===== src/rtl/evt_sched_rr.sv =====
// rtl/evt_sched_rr.sv - round-robin event scheduler feeding an external highest-bit encoder
// Sticky per-channel pending bits, masked bitmap to the encoder, one registered grant per handshake.
module evt_sched_rr #(
   parameter int NCH  = 32,
   parameter int IDXW = 5,
   parameter int CNTW = 8
) (
   input  logic            clk,
   input  logic            rst,
   input  logic            enable,
   input  logic [NCH-1:0]  evt_in,
   output logic [NCH-1:0]  bmp_out,
   input  logic [IDXW-1:0] idx_in,
   input  logic            nonz_in,
   output logic            gnt_vld,
   output logic [IDXW-1:0] gnt_idx,
   input  logic            gnt_rdy,
   output logic [NCH-1:0]  pend_out,
   output logic [CNTW-1:0] drop_cnt,
   input  logic            drop_clr
);

   logic [NCH-1:0]  pend;
   logic [IDXW-1:0] last;
   logic [NCH-1:0]  lowmask;
   logic [NCH-1:0]  low_pend;
   logic [NCH-1:0]  clrvec;
   logic            idx_ok;
   logic            ld;
   logic            drop_hit;

   // Channels strictly below the last grant go first; the encoder picks the highest.
   always_comb begin
      lowmask = '0;
      for (int i = 0; i < NCH; i++) begin
         lowmask[i] = (i < int'(last));
      end
   end

   assign low_pend = pend & lowmask;
   assign bmp_out  = (|low_pend) ? low_pend : pend;
   assign pend_out = pend;

   assign idx_ok   = (int'(idx_in) < NCH);
   assign ld       = enable & nonz_in & idx_ok & (~gnt_vld | gnt_rdy);
   assign clrvec   = ld ? ({{(NCH-1){1'b0}}, 1'b1} << idx_in) : '0;
   assign drop_hit = |(evt_in & pend & ~clrvec);

   always_ff @(posedge clk or posedge rst) begin
      if (rst) begin
         pend     <= '0;
         gnt_vld  <= 1'b0;
         gnt_idx  <= '0;
         last     <= IDXW'(NCH - 1);
         drop_cnt <= '0;
      end else begin
         // A new event on the channel being granted re-arms it (set wins).
         pend <= (pend & ~clrvec) | evt_in;

         if (ld) begin
            gnt_vld <= 1'b1;
            gnt_idx <= idx_in;
            last    <= idx_in;
         end else if (gnt_vld && gnt_rdy) begin
            gnt_vld <= 1'b0;
         end

         if (drop_clr) begin
            drop_cnt <= '0;
         end else if (drop_hit && (drop_cnt != '1)) begin
            drop_cnt <= drop_cnt + 1'b1;
         end
      end
   end

endmodule


===== config.mk =====
export PLATFORM = sky130hd
export DESIGN_NAME = evt_sched_rr
export DESIGN_NICKNAME = d
export VERILOG_FILES = /design/src/rtl/evt_sched_rr.sv
export SDC_FILE = /design/constraint.sdc
export NUM_CORES = 1
export LEC_CHECK = 0
export CAP_MARGIN = 20
export CORE_MARGIN = 2
export CORE_UTILIZATION = 40
export DETAILED_ROUTE_END_ITERATION = 10
export PLACE_DENSITY_LB_ADDON = 0.15
export SYNTH_ARGS = -nofsm -noshare
export SYNTH_HDL_FRONTEND = slang
export SYNTH_SLANG_ARGS = --single-unit

===== constraint.sdc =====
create_clock -name clk -period 3.2 [get_ports clk]
set_input_delay 0.64 -clock clk [delete_from_list [all_inputs] [get_ports clk]]
set_output_delay 0.64 -clock clk [all_outputs]
set_load 0.01 [all_outputs]

==> results.sh <==
export IMPL_slew_violations=0
export IMPL_place_hpwl_um=10270
export IMPL_ys_ff_latch=51
export IMPL_finalPower_mw=1.828
export IMPL_grtUsageTotal_pct=29.10
export IMPL_clk_latency_ps=320
export IMPL_syn_num_nets=442
export IMPL_fin_hold_ws_ps=483.8
export IMPL_synth_cell_type_count=55
export IMPL_critPathKind="register to output pin"
export IMPL_start_util_pct=41.47
export IMPL_irDropWorstVdd_mv=0.1793
export IMPL_pre_cts_slack_ps=-265.4
export IMPL_layout_worst_path_cycle_share_pct=100.8
export IMPL_num_vias=3929
export IMPL_busiest_layer="met2"
export IMPL_yosysSeqAreaShare_pct=37.45
export IMPL_clk_pin_slew_ps=100
export IMPL_slowest_delay_ps=420
export IMPL_grt_max_degree=28
export IMPL_firstDrtPassIters=6
export IMPL_post_drt_via_cell_ratio=5.670
export IMPL_rows=33
export IMPL_ys_flop_type="dfrtp_1"
export IMPL_r2r_cells=9
export IMPL_min_period_ps=3224
export IMPL_grt_antenna_before_repair=0
export IMPL_drc=0
export IMPL_netlist_instances=398
export IMPL_cts_tree="built"
export IMPL_worstPathRequired_ps=2560
export IMPL_postRouteAntennaNets=0
export IMPL_synth_warnings=0
export IMPL_die_x_um=96.53
export IMPL_met1_usage_pct=41.39
export IMPL_use_met3_pct=4.732
export IMPL_startpoint_type="register"
export IMPL_setup_viol=1
export IMPL_fp_dieH_um=96.53
export IMPL_cp_slowest_cell="dfstp_2"
export IMPL_post_drt_wl_per_cell_um=19.15
export IMPL_leakage_nw=2.235
export IMPL_fin_ws_ps=-24.02
export IMPL_fin_nets=631
export IMPL_clock_path_buffers=2
export IMPL_relSlewSlack_pct=59.24
export IMPL_overflow=0
export IMPL_cts_sinks=51
export IMPL_cts_root_buf="clkbuf_8"
export IMPL_yosysMostFrequentCell="nand2_1"
export IMPL_dpl_cell_area_um2=5211
export IMPL_crit_fanout=6
export IMPL_core_area_um2=8258
export IMPL_min_path_type="register to register"
export IMPL_top_level_ports=121
export IMPL_drt_iter0_drc=271
export IMPL_netlist_area_um2=3425
export IMPL_synth_top_cell_area_share_pct=33.61
export IMPL_cp_end_kind="output pin"
export IMPL_cp_arrival_ps=2580
export IMPL_async_flop_share_pct=100.0
export IMPL_outcome="finished, violations left"
export IMPL_syn_to_final_growth_pct=59.55
export IMPL_skew_ps=6.627
export IMPL_rsz0062_at_grt="true"
export IMPL_timing_fmax_mhz=310.2
export IMPL_whs_path_depth=2
export IMPL_port_buffers=120
export IMPL_hold_viol=0
export IMPL_violations="setup timing"
export IMPL_power_per_cell_area_nw_per_um2=334.6
export IMPL_place_gp_congestion=1.060
export IMPL_grt_pass1_wl_um=20440
export IMPL_synthTopCellsByArea="dfrtp_1, nand2_1, o21ai_0"
export IMPL_path_cells="buf_6 > a41oi_4 > nor2b_2 > a2111oi_2 > nand4_1 > buf_4 > nor2b_4 > a21boi_1 > dlygate4sd2_1"
export IMPL_die_area_um2=9317
export IMPL_yosys_area_top_type="dfrtp_1"
export IMPL_grtUsageMet2_pct=45.95
export IMPL_drv_cap=0
export IMPL_synth_area_per_cell_um2=8.604
export IMPL_antenna_cells=0
export IMPL_cts_buffers=5
export IMPL_synth_edf_count=0
export IMPL_final_core_util_pct=66.17
export IMPL_worstMarginPinSlew_ps=610.5
export IMPL_drt_wl_total_um=13270
export IMPL_first_global_vias=3798
export IMPL_synthTopCellsByCount="nand2_1, dfrtp_1, o21ai_0"
export IMPL_design_area_um2=5464
export IMPL_drive_above_1_share_pct=30.27
export IMPL_htreeDepth=2
[power by group]
part | switching, mW | internal [mW]
logic | 0.367 | 0.341
registers | 0.0279 | 0.678
clock network | 0.238 | 0.177
[per-layer routing]
layer / share of wire (%) / vias up
li1: - / 1845
met1: 44 / 1876
met2: 47 / 191
met3: 7.7 / 17
met4: 1.5 / 0
met5: 0 / -
[worst paths after layout]
kind	startpoint	endpoint	slack, ps
min in group asynchronous	rst	pend_out[18]$_DFF_PP0_	710
hold / removal	gnt_idx[2]$_DFFE_PP0P_	gnt_idx[2]$_DFFE_PP0P_	480
hold reg to reg	gnt_idx[2]$_DFFE_PP0P_	gnt_idx[2]$_DFFE_PP0P_	480
setup reg to reg	gnt_vld$_DFFE_PP0P_	drop_cnt[4]$_DFFE_PP0P_	760
setup / recovery	last[1]$_DFFE_PP1P_	bmp_out[10]	-20
max in group asynchronous	rst	last[2]$_DFFE_PP1P_	1810
[stage by stage]
stage | cells | TNS (ps)
global route | 693 | -723.2
global placement | 677 | -9382
floorplan | 398 | 0
finish | 693 | -24.02
CTS | 692 | -41.38
detailed placement | 677 | -5022
[logic make-up after synthesis]
logic type	count (synthesis)	share of synthesized area, %
AOI/OAI and AO/OA	145	29.85
xor gates and xnor gates	1	0.2558
adders and majority gates	1	0.3653
buffers and inverters	35	5.151
DFF	51	37.45
muxes	6	1.936
and+or+nand+nor	159	24.99
[sequential cells by signal, indices dropped and copies added (netlist names)]
name      count
pend_out     32
drop_cnt      8
gnt_idx       5
last          5
gnt_vld       1
[layout make-up]
type,instances,area [µm²]
fill,715,2794
multi-input combinational,312,2133
timing repair buffer,207,1777
sequential,51,1282
tap,105,131.4
clock buffer,6,82.58
inverter,10,41.29
clock inverter,2,16.27
[cells in the final DEF (no fill, tap or decap), types with 3 or more instances in the layout]
| cell | count |
|---|---|
| a21boi_1 | 10 |
| a21boi_2 | 13 |
| a21o_1 | 9 |
| a21oi_1 | 10 |
| a21oi_2 | 5 |
| a22o_1 | 3 |
| a41oi_1 | 5 |
| and2_1 | 3 |
| buf_2 | 18 |
| buf_4 | 77 |
| buf_6 | 10 |
| clkbuf_2 | 7 |
| clkbuf_8 | 6 |
| clkdlybuf4s50_1 | 89 |
| dfrtp_1 | 46 |
| dfstp_2 | 5 |
| inv_1 | 7 |
| mux2_1 | 5 |
| nand2_1 | 59 |
| nand2b_1 | 27 |
| nand3_1 | 3 |
| nand4_1 | 12 |
| nor2_1 | 17 |
| nor2b_1 | 8 |
| o2111ai_1 | 4 |
| o211ai_1 | 3 |
| o21ai_0 | 38 |
| o311ai_0 | 14 |
| o311ai_1 | 7 |
| o31ai_1 | 6 |
| or2_2 | 6 |
| or3_4 | 3 |
[critical path: cells and delay by family, from the launching register on]
family	cells	cell delay (ps)
buffers and inverters	3	630
AND/OR/NAND/NOR	3	400
AO/OA/AOI/OAI	3	820
flip-flops	1	420
[timing repair]
| action | in CTS | in global routing |
|---|---|---|
| pin swaps | 11 | 15 |
| hold buffers | 0 | 0 |
| endpoints found under the setup margin | 31 | 31 |
| gates resized for setup | 116 | 58 |
| buffers inserted | 7 | 3 |
(Power assumes the default switching activity.)
